**config.mk**
```make
export PLATFORM = sky130hd
export DESIGN_NAME = uart_tx_arbiter
export DESIGN_NICKNAME = d
export VERILOG_FILES = /design/src/rtl/uart_arb_pkg.sv /design/src/rtl/rr_arbiter.sv /design/src/rtl/uart_tx_arbiter.sv
export SDC_FILE = /design/constraint.sdc
export NUM_CORES = 1
export LEC_CHECK = 0
export BUFFER_PORTS_ARGS = -buffer_cell sky130_fd_sc_hd__buf_4
export CAP_MARGIN = 20
export CORE_ASPECT_RATIO = 1.4
export CORE_UTILIZATION = 51
export CTS_CLUSTER_DIAMETER = 50
export DETAILED_ROUTE_END_ITERATION = 8
export PLACE_DENSITY = 0.79
export SYNTH_ARGS = -nofsm -noshare
export SYNTH_HDL_FRONTEND = slang
export SYNTH_SLANG_ARGS = --single-unit
```
**constraint.sdc**
```tcl
create_clock -name clk -period 2.3 [get_ports clk]
set_input_delay 0.46 -clock clk [delete_from_list [all_inputs] [get_ports clk]]
set_output_delay 0.46 -clock clk [all_outputs]
set_load 0.1 [all_outputs]
```
**src/rtl/uart_arb_pkg.sv**
```systemverilog
// Shared types and constants for the UART transmit arbiter: FSM state encoding,
// default inactivity timeout and an index-width helper.
package uart_arb_pkg;

    localparam int STATE_W         = 2;
    localparam int TIMEOUT_DEFAULT = 1024;

    typedef enum logic [STATE_W-1:0] {
        ST_IDLE   = 2'd0,
        ST_ACTIVE = 2'd1,
        ST_SETTLE = 2'd2
    } arb_state_e;

    // Bits needed to index n items; never less than one.
    function automatic int idx_width(input int n);
        return (n > 1) ? $clog2(n) : 1;
    endfunction

endpackage

```
**src/rtl/rr_arbiter.sv**
```systemverilog
// Combinational round-robin pick: one-hot winner, search begins after last_winner.
// UART_ARB_PRIORITY_EN: requester 0 pre-empts the rotation whenever it requests.
module rr_arbiter
    import uart_arb_pkg::*;
#(
    parameter int NUM_REQ = 3,
    parameter int IDX_W   = idx_width(NUM_REQ)
) (
    input  logic [NUM_REQ-1:0] req,
    input  logic [IDX_W-1:0]   last_winner,
    output logic [NUM_REQ-1:0] winner
);

    logic [NUM_REQ-1:0] rr_pick_s;
    logic               found_s;

    function automatic logic [IDX_W-1:0] wrap_idx(input logic [IDX_W-1:0] base, input int step);
        return IDX_W'((int'(base) + step) % NUM_REQ);
    endfunction

    // Rotating scan: the first requester found after the previous owner wins.
    always_comb begin
        rr_pick_s = '0;
        found_s   = 1'b0;
        for (int k = 1; k <= NUM_REQ; k++) begin
            rr_pick_s[wrap_idx(last_winner, k)] = req[wrap_idx(last_winner, k)] & ~found_s;
            found_s = found_s | req[wrap_idx(last_winner, k)];
        end
    end

    // Final selection, optionally letting requester 0 jump the queue.
    always_comb begin
`ifdef UART_ARB_PRIORITY_EN
        if (req[0]) begin
            winner = {{(NUM_REQ-1){1'b0}}, 1'b1};
        end else begin
            winner = rr_pick_s;
        end
`else
        winner = rr_pick_s;
`endif
    end

endmodule

```
**src/rtl/uart_tx_arbiter.sv**
```systemverilog
// Shares one UART transmitter among NUM_REQ byte-stream requesters, one message per grant.
// Build option UART_ARB_PRIORITY_EN gives requester 0 absolute priority at arbitration.
module uart_tx_arbiter
    import uart_arb_pkg::*;
#(
    parameter int NUM_REQ = 3,
    parameter int TIMEOUT = TIMEOUT_DEFAULT
) (
    input  logic                 clk,
    input  logic                 rst,
    input  logic [NUM_REQ-1:0]   req,
    input  logic [8*NUM_REQ-1:0] byte_data,
    input  logic [NUM_REQ-1:0]   byte_valid,
    input  logic [NUM_REQ-1:0]   byte_last,
    output logic [NUM_REQ-1:0]   byte_ready,
    output logic [NUM_REQ-1:0]   grant,
    output logic [7:0]           tx_data,
    output logic                 new_tx_data,
    input  logic                 tx_busy
);

    localparam int               IDX_W      = idx_width(NUM_REQ);
    localparam int               CNT_W      = idx_width(TIMEOUT);
    localparam logic [IDX_W-1:0] RST_WINNER = IDX_W'(NUM_REQ - 1);
    localparam logic [CNT_W-1:0] CNT_MAX    = CNT_W'(TIMEOUT - 1);

    arb_state_e         state_r, state_nx_s;
    logic [NUM_REQ-1:0] grant_r, grant_nx_s, winner_s, ready_s;
    logic [IDX_W-1:0]   owner_r, owner_nx_s, last_winner_r, last_winner_nx_s, winner_idx_s;
    logic [CNT_W-1:0]   idle_cnt_r, idle_cnt_nx_s;
    logic [7:0]         tx_data_r, tx_data_nx_s;
    logic               new_tx_r, new_tx_nx_s, last_byte_r, last_byte_nx_s;
    logic               accept_s, release_s;
    logic [7:0]         lane_s [NUM_REQ];

    rr_arbiter #(
        .NUM_REQ (NUM_REQ),
        .IDX_W   (IDX_W)
    ) u_rr_arbiter (
        .req         (req),
        .last_winner (last_winner_r),
        .winner      (winner_s)
    );

    // Split the packed byte bus into per-requester lanes and encode the winner.
    always_comb begin
        winner_idx_s = '0;
        for (int i = 0; i < NUM_REQ; i++) begin
            lane_s[i]    = byte_data[8*i +: 8];
            winner_idx_s = winner_idx_s | (winner_s[i] ? IDX_W'(i) : '0);
        end
    end

    // Handshake: only the owner can be accepted, and only while it still requests.
    always_comb begin
        accept_s         = (state_r == ST_ACTIVE) && req[owner_r] && byte_valid[owner_r] && !tx_busy;
        ready_s          = '0;
        ready_s[owner_r] = accept_s;
    end

    // Next-state and next-output logic for the grant FSM.
    always_comb begin
        state_nx_s       = state_r;
        grant_nx_s       = grant_r;
        owner_nx_s       = owner_r;
        last_winner_nx_s = last_winner_r;
        idle_cnt_nx_s    = '0;
        tx_data_nx_s     = tx_data_r;
        new_tx_nx_s      = 1'b0;
        last_byte_nx_s   = last_byte_r;
        release_s        = 1'b0;
        case (state_r)
            ST_IDLE: begin
                if (|req) begin
                    state_nx_s = ST_ACTIVE;
                    grant_nx_s = winner_s;
                    owner_nx_s = winner_idx_s;
                end else begin
                    grant_nx_s = '0;
                end
            end
            ST_ACTIVE: begin
                if (!req[owner_r]) begin
                    release_s = 1'b1;
                end else if (accept_s) begin
                    state_nx_s     = ST_SETTLE;
                    tx_data_nx_s   = lane_s[owner_r];
                    new_tx_nx_s    = 1'b1;
                    last_byte_nx_s = byte_last[owner_r];
                end else if (idle_cnt_r == CNT_MAX) begin
                    release_s = 1'b1;
                end else begin
                    idle_cnt_nx_s = idle_cnt_r + 1'b1;
                end
            end
            ST_SETTLE: begin
                // One cycle for the transmitter's busy flag to rise before the next byte.
                if (last_byte_r) begin
                    release_s = 1'b1;
                end else begin
                    state_nx_s = ST_ACTIVE;
                end
            end
            default: begin
                release_s = 1'b1;
            end
        endcase
        state_nx_s       = release_s ? ST_IDLE : state_nx_s;
        grant_nx_s       = release_s ? '0 : grant_nx_s;
        last_winner_nx_s = release_s ? owner_r : last_winner_nx_s;
    end

    // State and registered outputs, synchronous reset.
    always_ff @(posedge clk) begin
        if (rst) begin
            state_r       <= ST_IDLE;
            grant_r       <= '0;
            owner_r       <= '0;
            last_winner_r <= RST_WINNER;
            idle_cnt_r    <= '0;
            tx_data_r     <= 8'h00;
            new_tx_r      <= 1'b0;
            last_byte_r   <= 1'b0;
        end else begin
            state_r       <= state_nx_s;
            grant_r       <= grant_nx_s;
            owner_r       <= owner_nx_s;
            last_winner_r <= last_winner_nx_s;
            idle_cnt_r    <= idle_cnt_nx_s;
            tx_data_r     <= tx_data_nx_s;
            new_tx_r      <= new_tx_nx_s;
            last_byte_r   <= last_byte_nx_s;
        end
    end

    assign byte_ready  = ready_s;
    assign grant       = grant_r;
    assign tx_data     = tx_data_r;
    assign new_tx_data = new_tx_r;

endmodule

```
### Yosys cells after proc, flatten, opt, wreduce, memory -nomap -nowiden

Index checks and enable logic that the tools add are counted.
W data, S select, Z words.

* word-level logic and storage cells: 98
* bits in registers: 29
* input bits: 36
* output and inout port bits: 15

* multiplexer cells: 39
* add/subtract/negate cells: 4
* divide/modulo/power cells: 3
* bitwise gates (word level): 11
* equal/unequal tests: 7
* reduce and logical (&&, ||, !) cells: 17
* order comparisons: 9

Operators by type and width (number)
* $mod A32 B3 Y32 const B: 3
* $bmux W8 S2: 1
* $mux W1: 16
* $mux W8: 2
* $bmux W1 S2: 6
* $lt A2 B3 Y1 const B: 4
* $add A10 B1 Y10 const B: 1
* $eq A10 B10 Y1 const B: 1
* $mux W2: 5
* $demux W1 S2: 4
* $ge A2 B1 Y1 const B: 4
* $logic_and A1 B1 Y1: 7
* $add A2 B2 Y3 const B: 2
* $and A3 B3 Y3: 2
* $bwmux W3: 2
* $ne A2 B2 Y1 const B: 3
* $pmux W2 S3: 1
* $reduce_or A3 Y1: 2
* $reduce_and A5 Y1: 1
* $reduce_or A5 Y1: 1
* $not A1 Y1: 4
* $add A2 B1 Y3 const B: 1
* $ge A3 B3 Y1 const B: 1
* $mux W3: 1
* other kinds (14): 15

### Depth between registers and ports, before layout

Gate-level depths: netlist of run 1.

* depth in word-level cells: 11
* gate-level depth with buffers: 8

### Cells and area by module

From an unflattened synthesis of run 1, not the netlist that was laid out.

* cells, all modules: 211
* area, all modules: 1798.0 µm²

By module, submodules not included
* uart_tx_arbiter: sequential area each 580.6 µm², times used 1, area an instance 1458.9 µm², cells each 165
* rr_arbiter: sequential area each 0.0 µm², times used 1, area an instance 339.1 µm², cells each 46

### Worst setup path before layout of run 1

Ideal clock, no wire load.

* path kind: register -> output
* from: register state_r[1]
* to: output byte_ready[2]
* buffers on the path: 2
* stages on the path, launching flop included: 6
* arrival time: 4153 ps
* setup slack: -2313 ps
* cell sequence: dfxtp_1 -> buf_2 -> nand2b_4 -> or3_1 -> clkbuf_1 -> nor4b_1

* longest elaborated chain between the ends: 5

Ends and longest elaborated chain
* start: declaration: RTL line uart_tx_arbiter.sv:27 `arb_state_e state_r, state_nx_s;`
* start signal: assignment: RTL line uart_tx_arbiter.sv:125 `state_r <= state_nx_s;`
* $eq A2 B1 Y1: RTL line uart_tx_arbiter.sv:56 `accept_s = (state_r == ST_ACTIVE) && req[owner_r] && byte_valid[owner_r] && !tx_busy;`
* $logic_and A1 B1 Y1 (3 in series): RTL line uart_tx_arbiter.sv:56
* $and A3 B3 Y3 (no source line)
* end: declaration: RTL line uart_tx_arbiter.sv:15 `output logic [NUM_REQ-1:0] byte_ready,`

No other way between the ends.

### Worst setup path in the final report of run 1

* from: register owner_r[1]
* to: output byte_ready[2]

* longest elaborated chain between the ends: 6
* elaborated cells on any way between the ends: 13
* those cells by class: 2 x order compare; 6 x mux; 1 x bitwise; 4 x reduce/logical

Ends and longest elaborated chain
* start: declaration: RTL line uart_tx_arbiter.sv:29 `logic [IDX_W-1:0] owner_r, owner_nx_s, last_winner_r, last_winner_nx_s, winner_idx_s;`
* start signal: assignment: RTL line uart_tx_arbiter.sv:127 `owner_r <= owner_nx_s;`
* parallel branches: the longest is 5 deep, another holds $lt A2 B3 Y1
* $and A3 B3 Y3 (no source line) *

Mark *: on every way between the ends. The select of a mux whose other input is x is not followed.

==> results by group, run 1 <==
Run status
  – Status: finished clean

Routing
  – Drt first-iter violations: 30
  – Drt first pass iters: 4
  – WL/cell: about 14 um
  – Remaining antenna violation count after routing: 0
  – WL final: 4.22 mm
  – DR vias: roughly 1.7k
  – DRC: 0
  – Vias per cell: 5.63

Pwr
  – Comb pwr share: 27.4%
  – Clock power frac: 36.5%
  – Switching share of total power: 30.2%
  – Pwr dens: 641 nW/um^2
  – Register share of total power: 36.1%
  – Maximum VDD drop: 0.000601 V
  – P_sw: between 400 and 500 uW
  – Pint: 1.06 mW
  – Leakage power: 0.978 nW

Die
  – Core Region: 3120 um^2
  – Die ar.: 3550 um^2
  – DIE WIDTH: 50.6 um
  – Die Ht: 70.1 um
  – Initial Utilization: 54.0%
  – Row count: 24
  – I/O pin cnt: approximately 50

Timing
  – Worst-margin pin slew: 0.542 ns
  – Slew margin rel.: 63.6%
  – Final hold slack: 0.476 ns
  – Total negative setup slack: 0 ns
  – Hold Violations, Final: 0
  – Clock skew: 0.00730 ns
  – Fmax achieved: 0.443 GHz
  – Endpoints failing setup: 0
  – Fin crit period: 2.25 ns
  – Tcrit/Tclk final: 98.0%
  – Slew Viols, Final: 0

Clock tree
  – Clk sinks: 29
  – CTS tree: built
  – Clock transition at path regs: 0.07 ns
  – Maximum clock insertion buffer count: 2
  – Root Buffer: clkbuf_8
  – Cts bufs inserted: 5
  – H-Tree Depth: 2
  – Worst-skew pair later-pin latency: 0.28 ns

Critical path
  – CP max-delay cell: dfxtp_4
  – R2r setup slk: about 0.24 ns
  – RR Startpoint: owner_r[1]
  – Startpoint types: flip-flop
  – Critical Path Most Common Cell: buf_6
  – Crit path capture type: output port
  – Worst path cell trace: buf_12 -> mux2i_1 -> o21a_1 -> buf_6 -> nor4b_4 -> buf_6
  – Crit path largest cell delay: 0.36 ns
  – Reg2Reg Depth: 8
  – WP data arrival: roughly 1.8 ns
  – Crit path max fanout: 6
  – Worst EP required: approximately 1.8 ns
  – Crit path kind: flip-flop to output port
  – FF-to-FF End: last_winner_r[1]

Logic synthesis
  – Number of flops mapped to enable cells by yosys: 0
  – Ys Warns: 0
  – Top FF cell, synth: dfxtp_1
  – Synth unique cells: 44
  – Post-Syn Area: 1690 um^2
  – Ranking of synthesized cells by area: dfxtp_1 (34%), mux2i_1 (7.7%), nor2_1 (5.8%), ha_1 (3.7%), xor2_1 (3.6%)
  – Synth area leader: dfxtp_1
  – Synth top area share: 34.4%
  – Syn Nets: 242
  – Synth async-reset ratio: 0%
  – Avg Cell Area, Syn: around 8.4 um^2
  – Flip-flop and latch count after synthesis: 29
  – Cells after Synth: ~200
  – Sequential element share of the synthesized area: between 30% and 40%

Min path
  – Worst Hold Class: input pin to flip-flop
  – Min-Delay Path Depth: 2
  – Hold_sp: tx_busy
  – Hold worst-path end: new_tx_data

Cells and area
  – Layout cells sized above 1: 31.8%
  – Net count, final: 301
  – Diodes inserted: 0
  – Final Non-Filler Cells: 300
  – Post-layout util: 75.5%
  – Area grow syn2layout: 39.7%
  – Finished Cell Area: 2360 um^2

Place
  – HPWL after DPL: between 2 and 3 mm
  – Port Buffers: 50
  – Placed inst area: 2140 um^2
  – Routability Congestion: 0.707
  – Inst Count DP: 286

Run
  – Max Cap Viol: 0

Global routing
  – First-pass GRT wire length: 6.58 mm
  – Antenna violations before repair: 0
  – Largest net degree at the start of global routing: 20
  – Tot GR Track Use: 24.1%
  – Grt total ovfl: 0
  – Vias in the first global route: between 1.5k and 2k
[cells in the final DEF (no fill, tap or decap), types with 4 or more instances in the layout]
cell,count
a211oi_1,7
a21oi_1,10
a22o_1,5
buf_4,59
buf_6,4
clkbuf_8,6
dfxtp_1,26
ha_1,5
inv_1,9
mux2i_1,13
nand2_1,9
nand3_1,9
nand4_1,4
nor2_1,26
nor3_1,5
nor4_1,5
o21ai_0,12
xor2_1,7
[power groups by stage]
stage                     logic (mW)  registers [mW]  clock network (mW)
after floorplan                0.201           0.616                   0
after global placement         0.366           0.553                   0
after detailed placement       0.369           0.554                   0
after CTS                      0.374           0.544               0.560
after global routing           0.443           0.548               0.588
final                          0.413           0.546               0.552
[per-layer routing]
metal / global-route usage, % / share of wire (%) / vias to the layer above
met5: 0 / 0 / -
met4: 9.26 / 2.0 / 0
met3: 5.45 / 5.1 / 7
met2: 44.3 / 51 / 43
met1: 25.7 / 42 / 785
li1: - / - / 853
[cells by family (layout without fill, tap and decap cells)]
group	after synthesis	count (layout)	share of synthesized area (%)
buffers and inverters	22	82	6.08
muxes	13	13	7.71
DFF	29	29	34.4
and+or+nand+nor	76	76	23.8
adders and majority gates	5	5	3.71
xor gates and xnor gates	8	8	4.15
AOI/OAI and AO/OA	48	48	20.2
[synth_stat cells, types with 4 or more instances]
cell,count
nand2_1,9
o21ai_0,12
nor3_1,6
buf_2,4
a211oi_1,7
xor2_1,7
clkbuf_1,6
nand3_1,9
nand4_1,4
nor4_1,6
dfxtp_1,29
a22o_1,5
mux2i_1,13
ha_1,5
a21oi_1,10
inv_1,9
nor2_1,26
[what timing repair did]
item	in CTS	in global routing
endpoints found under the setup margin	2	3
hold buffers	0	0
gates resized for setup	6	6
setup buffers	0	6
pin swaps	0	1
[cell type report]
cell class / instances / area [um^2]
Tap cell: 39 / 48.8
Fill cell: 245 / 764
Inverter: 9 / 33.8
Clock inverter: 2 / 37.5
Clock buffer: 6 / 82.6
Timing Repair Buffer: 65 / 528
Multi-Input combinational cell: 150 / 1040
Sequential cell: 29 / 587
[worst max-delay path: cells and delay by family, from the launching register on]
kind | cells | cell delay, ns
mux | 1 | 0.12
flops | 1 | 0.36
compound gates | 1 | 0.22
simple gates | 1 | 0.27
buf+inv | 3 | 0.54
[per-stage QoR]
stage	power, mW	setup slack, ns
finish	1.51	0.0452
global route	1.58	-0.0358
CTS	1.48	0.00820
detailed placement	0.924	0.0736
global placement	0.919	0.0811
floorplan	0.817	-0.260
[flip-flops by register name, indices dropped and copies added, names as in the netlist]
signal         count
idle_cnt_r        10
last_winner_r      2
grant              3
tx_data            8
state_r            2
owner_r            2
last_byte_r        1
new_tx_data        1
[worst max-delay path by stage]
stage / to / cells after the start / slack (ns) / startpoint
floorplan: byte_ready[2] / 5 / -0.26 / state_r[1]
global placement: byte_ready[1] / 6 / 0.08 / req[2]
detailed placement: byte_ready[1] / 6 / 0.07 / req[2]
CTS: byte_ready[0] / 4 / 0.008 / state_r[0]
global route: byte_ready[2] / 6 / -0.04 / owner_r[1]
finish: byte_ready[2] / 6 / 0.05 / owner_r[1]
(Power assumes the default switching activity.)
==> run 2: changes to the inputs <==
- RECOVER_POWER: unset -> 100
==> run 2 against run 1 <==
Net effect:
- total power is 0.50% lower
- critical endpoint unchanged
- clock-buffer cell count unchanged
- register-to-register slack about the same
- largest power group unchanged
- hold slack about the same
- design area fell by 1.9%
- global-route usage stayed put
==> results by group, run 2 (synthesis gave the netlist of run 1 again) <==
Run status
  – Status: finished clean

Global routing
  – Met3 Usage GRT: 5.45% (unchanged)
  – Grt total ovfl: 0 (unchanged)
  – Vias in the first global route: 1583 (unchanged)
  – Met2 global-route usage: 44.3% (unchanged)
  – Met1 usage: 25.7% (unchanged)
  – Antenna violations before repair: 0 (unchanged)
  – Tot GR Track Use: 24.1% (unchanged)
  – First-pass GRT wire length: 6.58 mm (unchanged)
  – Largest net degree at the start of global routing: 20 (unchanged)
  – Grt peak-use layer: met2

Critical path
  – Critical Path Most Common Cell: buf_6
  – Worst path cell trace: buf_12 -> mux2i_1 -> o21a_1 -> buf_6 -> nor4b_4 -> buf_6
  – Crit path max fanout: 6 (unchanged)
  – Crit path capture type: output port
  – RR Startpoint: owner_r[1]
  – Crit path largest cell delay: 0.36 ns (about the same)
  – Crit path kind: flip-flop to output port
  – Startpoint types: flip-flop
  – Crit path launch: owner_r[1]
  – Worst EP required: 1.84 ns (about the same)
  – WP data arrival: 1.79 ns (about the same)
  – CP max-delay cell: dfxtp_4

Routing
  – DR vias: 1699 (+0.65%)
  – Drt first pass iters: 4 (unchanged)
  – WL/cell: 14.1 um (+0.33%)
  – WL final: 4.23 mm (+0.33%)
  – Remaining antenna violation count after routing: 0 (unchanged)
  – Vias per cell: 5.66 (+0.65%)
  – DRC: 0 (unchanged)
  – Drt first-iter violations: 29 (-3.3%)

Cells and area
  – Finished Cell Area: 2310 um^2 (-1.9%)
  – Filler cell count: 262 (+6.9%)
  – Diodes inserted: 0 (unchanged)
  – Commonest non-fill, non-tap cell in the layout: buf_4
  – Commonest cells after routing, fill and taps aside: buf_4 (47), nor2_1 (26), dfxtp_1 (26)
  – Net count, final: 301 (unchanged)
  – Biggest register: idle_cnt_r
  – Post-layout util: 74.1% (-1.4 points)
  – Area grow syn2layout: 37.1%
  – Max reg flops: 10 (unchanged)
  – Layout cells sized above 1: 27.2% (-4.6 points)

Timing
  – Total negative setup slack: 0 ns (unchanged)
  – Tcrit/Tclk final: 98.0% (about the same)
  – Slew Viols, Final: 0 (unchanged)
  – Clock skew: 0.00690 ns (-0.000401 ns)
  – Slew margin rel.: 21.0% (-43 points)
  – Fin crit period: 2.25 ns (-0.000142 ns)
  – Worst-margin pin slew: 1.19 ns (+0.647 ns)
  – Fmax achieved: 0.444 GHz (about the same)
  – Hold Violations, Final: 0 (unchanged)
  – Final hold slack: 0.476 ns (+0.000266 ns)
  – Endpoints failing setup: 0 (unchanged)

Place
  – Routability Congestion: 0.707 (unchanged)
  – Placed inst area: 2140 um^2 (unchanged)
  – HPWL after DPL: 2.94 mm (unchanged)
  – Port Buffers: 50 (unchanged)

Die
  – Row count: 24 (unchanged)
  – Die ar.: 3550 um^2 (unchanged)
  – Initial Utilization: 54.0% (unchanged)
  – DIE WIDTH: 50.6 um (unchanged)
  – Die Ht: 70.1 um (unchanged)
  – I/O pin cnt: 51 (unchanged)
  – Core Region: 3120 um^2 (unchanged)

Clock tree
  – H-Tree Depth: 2 (unchanged)
  – Clk sinks: 29 (unchanged)
  – Worst-skew pair later-pin latency: 0.28 ns (about the same)
  – Cts bufs inserted: 5 (unchanged)
  – Maximum clock insertion buffer count: 2 (unchanged)
  – CTS tree: built
  – Root Buffer: clkbuf_8
  – Clock transition at path regs: 0.07 ns (about the same)
  – Hold-fix buffers, CTS: 0 (unchanged)

Pwr
  – Maximum VDD drop: 0.000600 V (-0.11%)
  – Pwr dens: 650 nW/um^2 (+1.4%)
  – Leakage power: 0.927 nW (-5.2%)
  – PnR Total Power: 1.50 mW (-0.50%)

Run
  – Max Cap Viol: 0 (unchanged)

Min path
  – Worst Hold Class: input pin to flip-flop
  – Hold_sp: tx_busy
## run 2: through the flow
stage	instances	setup slack, ns
finish	300	0.0453
floorplan	201	-0.260
detailed placement	286	0.0736
global placement	286	0.0811
CTS	294	0.00820
global route	300	-0.0358
## run 2: worst paths after layout
path / to / slack (ns) / depth (start not counted)
setup / recovery: byte_ready[2] / 0.05 / 6
hold / removal: new_tx_data / 0.48 / 2
setup reg to reg: last_winner_r[1] / 0.24 / 8
hold reg to reg: tx_data[4] / 0.48 / 1
## run 2: final cells by class
type	count	area, um^2	area share (%)
Multi-Input combinational cell	150	1040	45.0
Inverter	9	33.8	1.46
Clock buffer	6	82.6	3.57
Sequential cell	29	587	25.4
Tap cell	39	48.8	2.11
Clock inverter	2	37.5	1.62
Timing Repair Buffer	65	483	20.9
## run 2: timing repair
action | 4_1_cts | 5_1_grt
endpoints found under the setup margin | 2 | 3
gates resized for setup | 6 | 6
buffers inserted | 0 | 6
pin swaps | 0 | 1
## run 2: critical path: cells and delay by family, from the launching register on
kind	cells	cell delay [ns]
AND/OR/NAND/NOR	1	0.27
flip-flops	1	0.36
multiplexers	1	0.12
buffers and inverters	3	0.54
AO/OA/AOI/OAI	1	0.22
## run 2: layer usage
layer	vias to the layer above	routed length (um)
li1	852	-
met1	793	1770
met2	47	2150
met3	7	221
met4	0	83
met5	-	0
## run 2: where the power goes
group	switching [mW]	internal (mW)
sequential	0.0210	0.525
clock	0.200	0.352
combinational	0.235	0.171
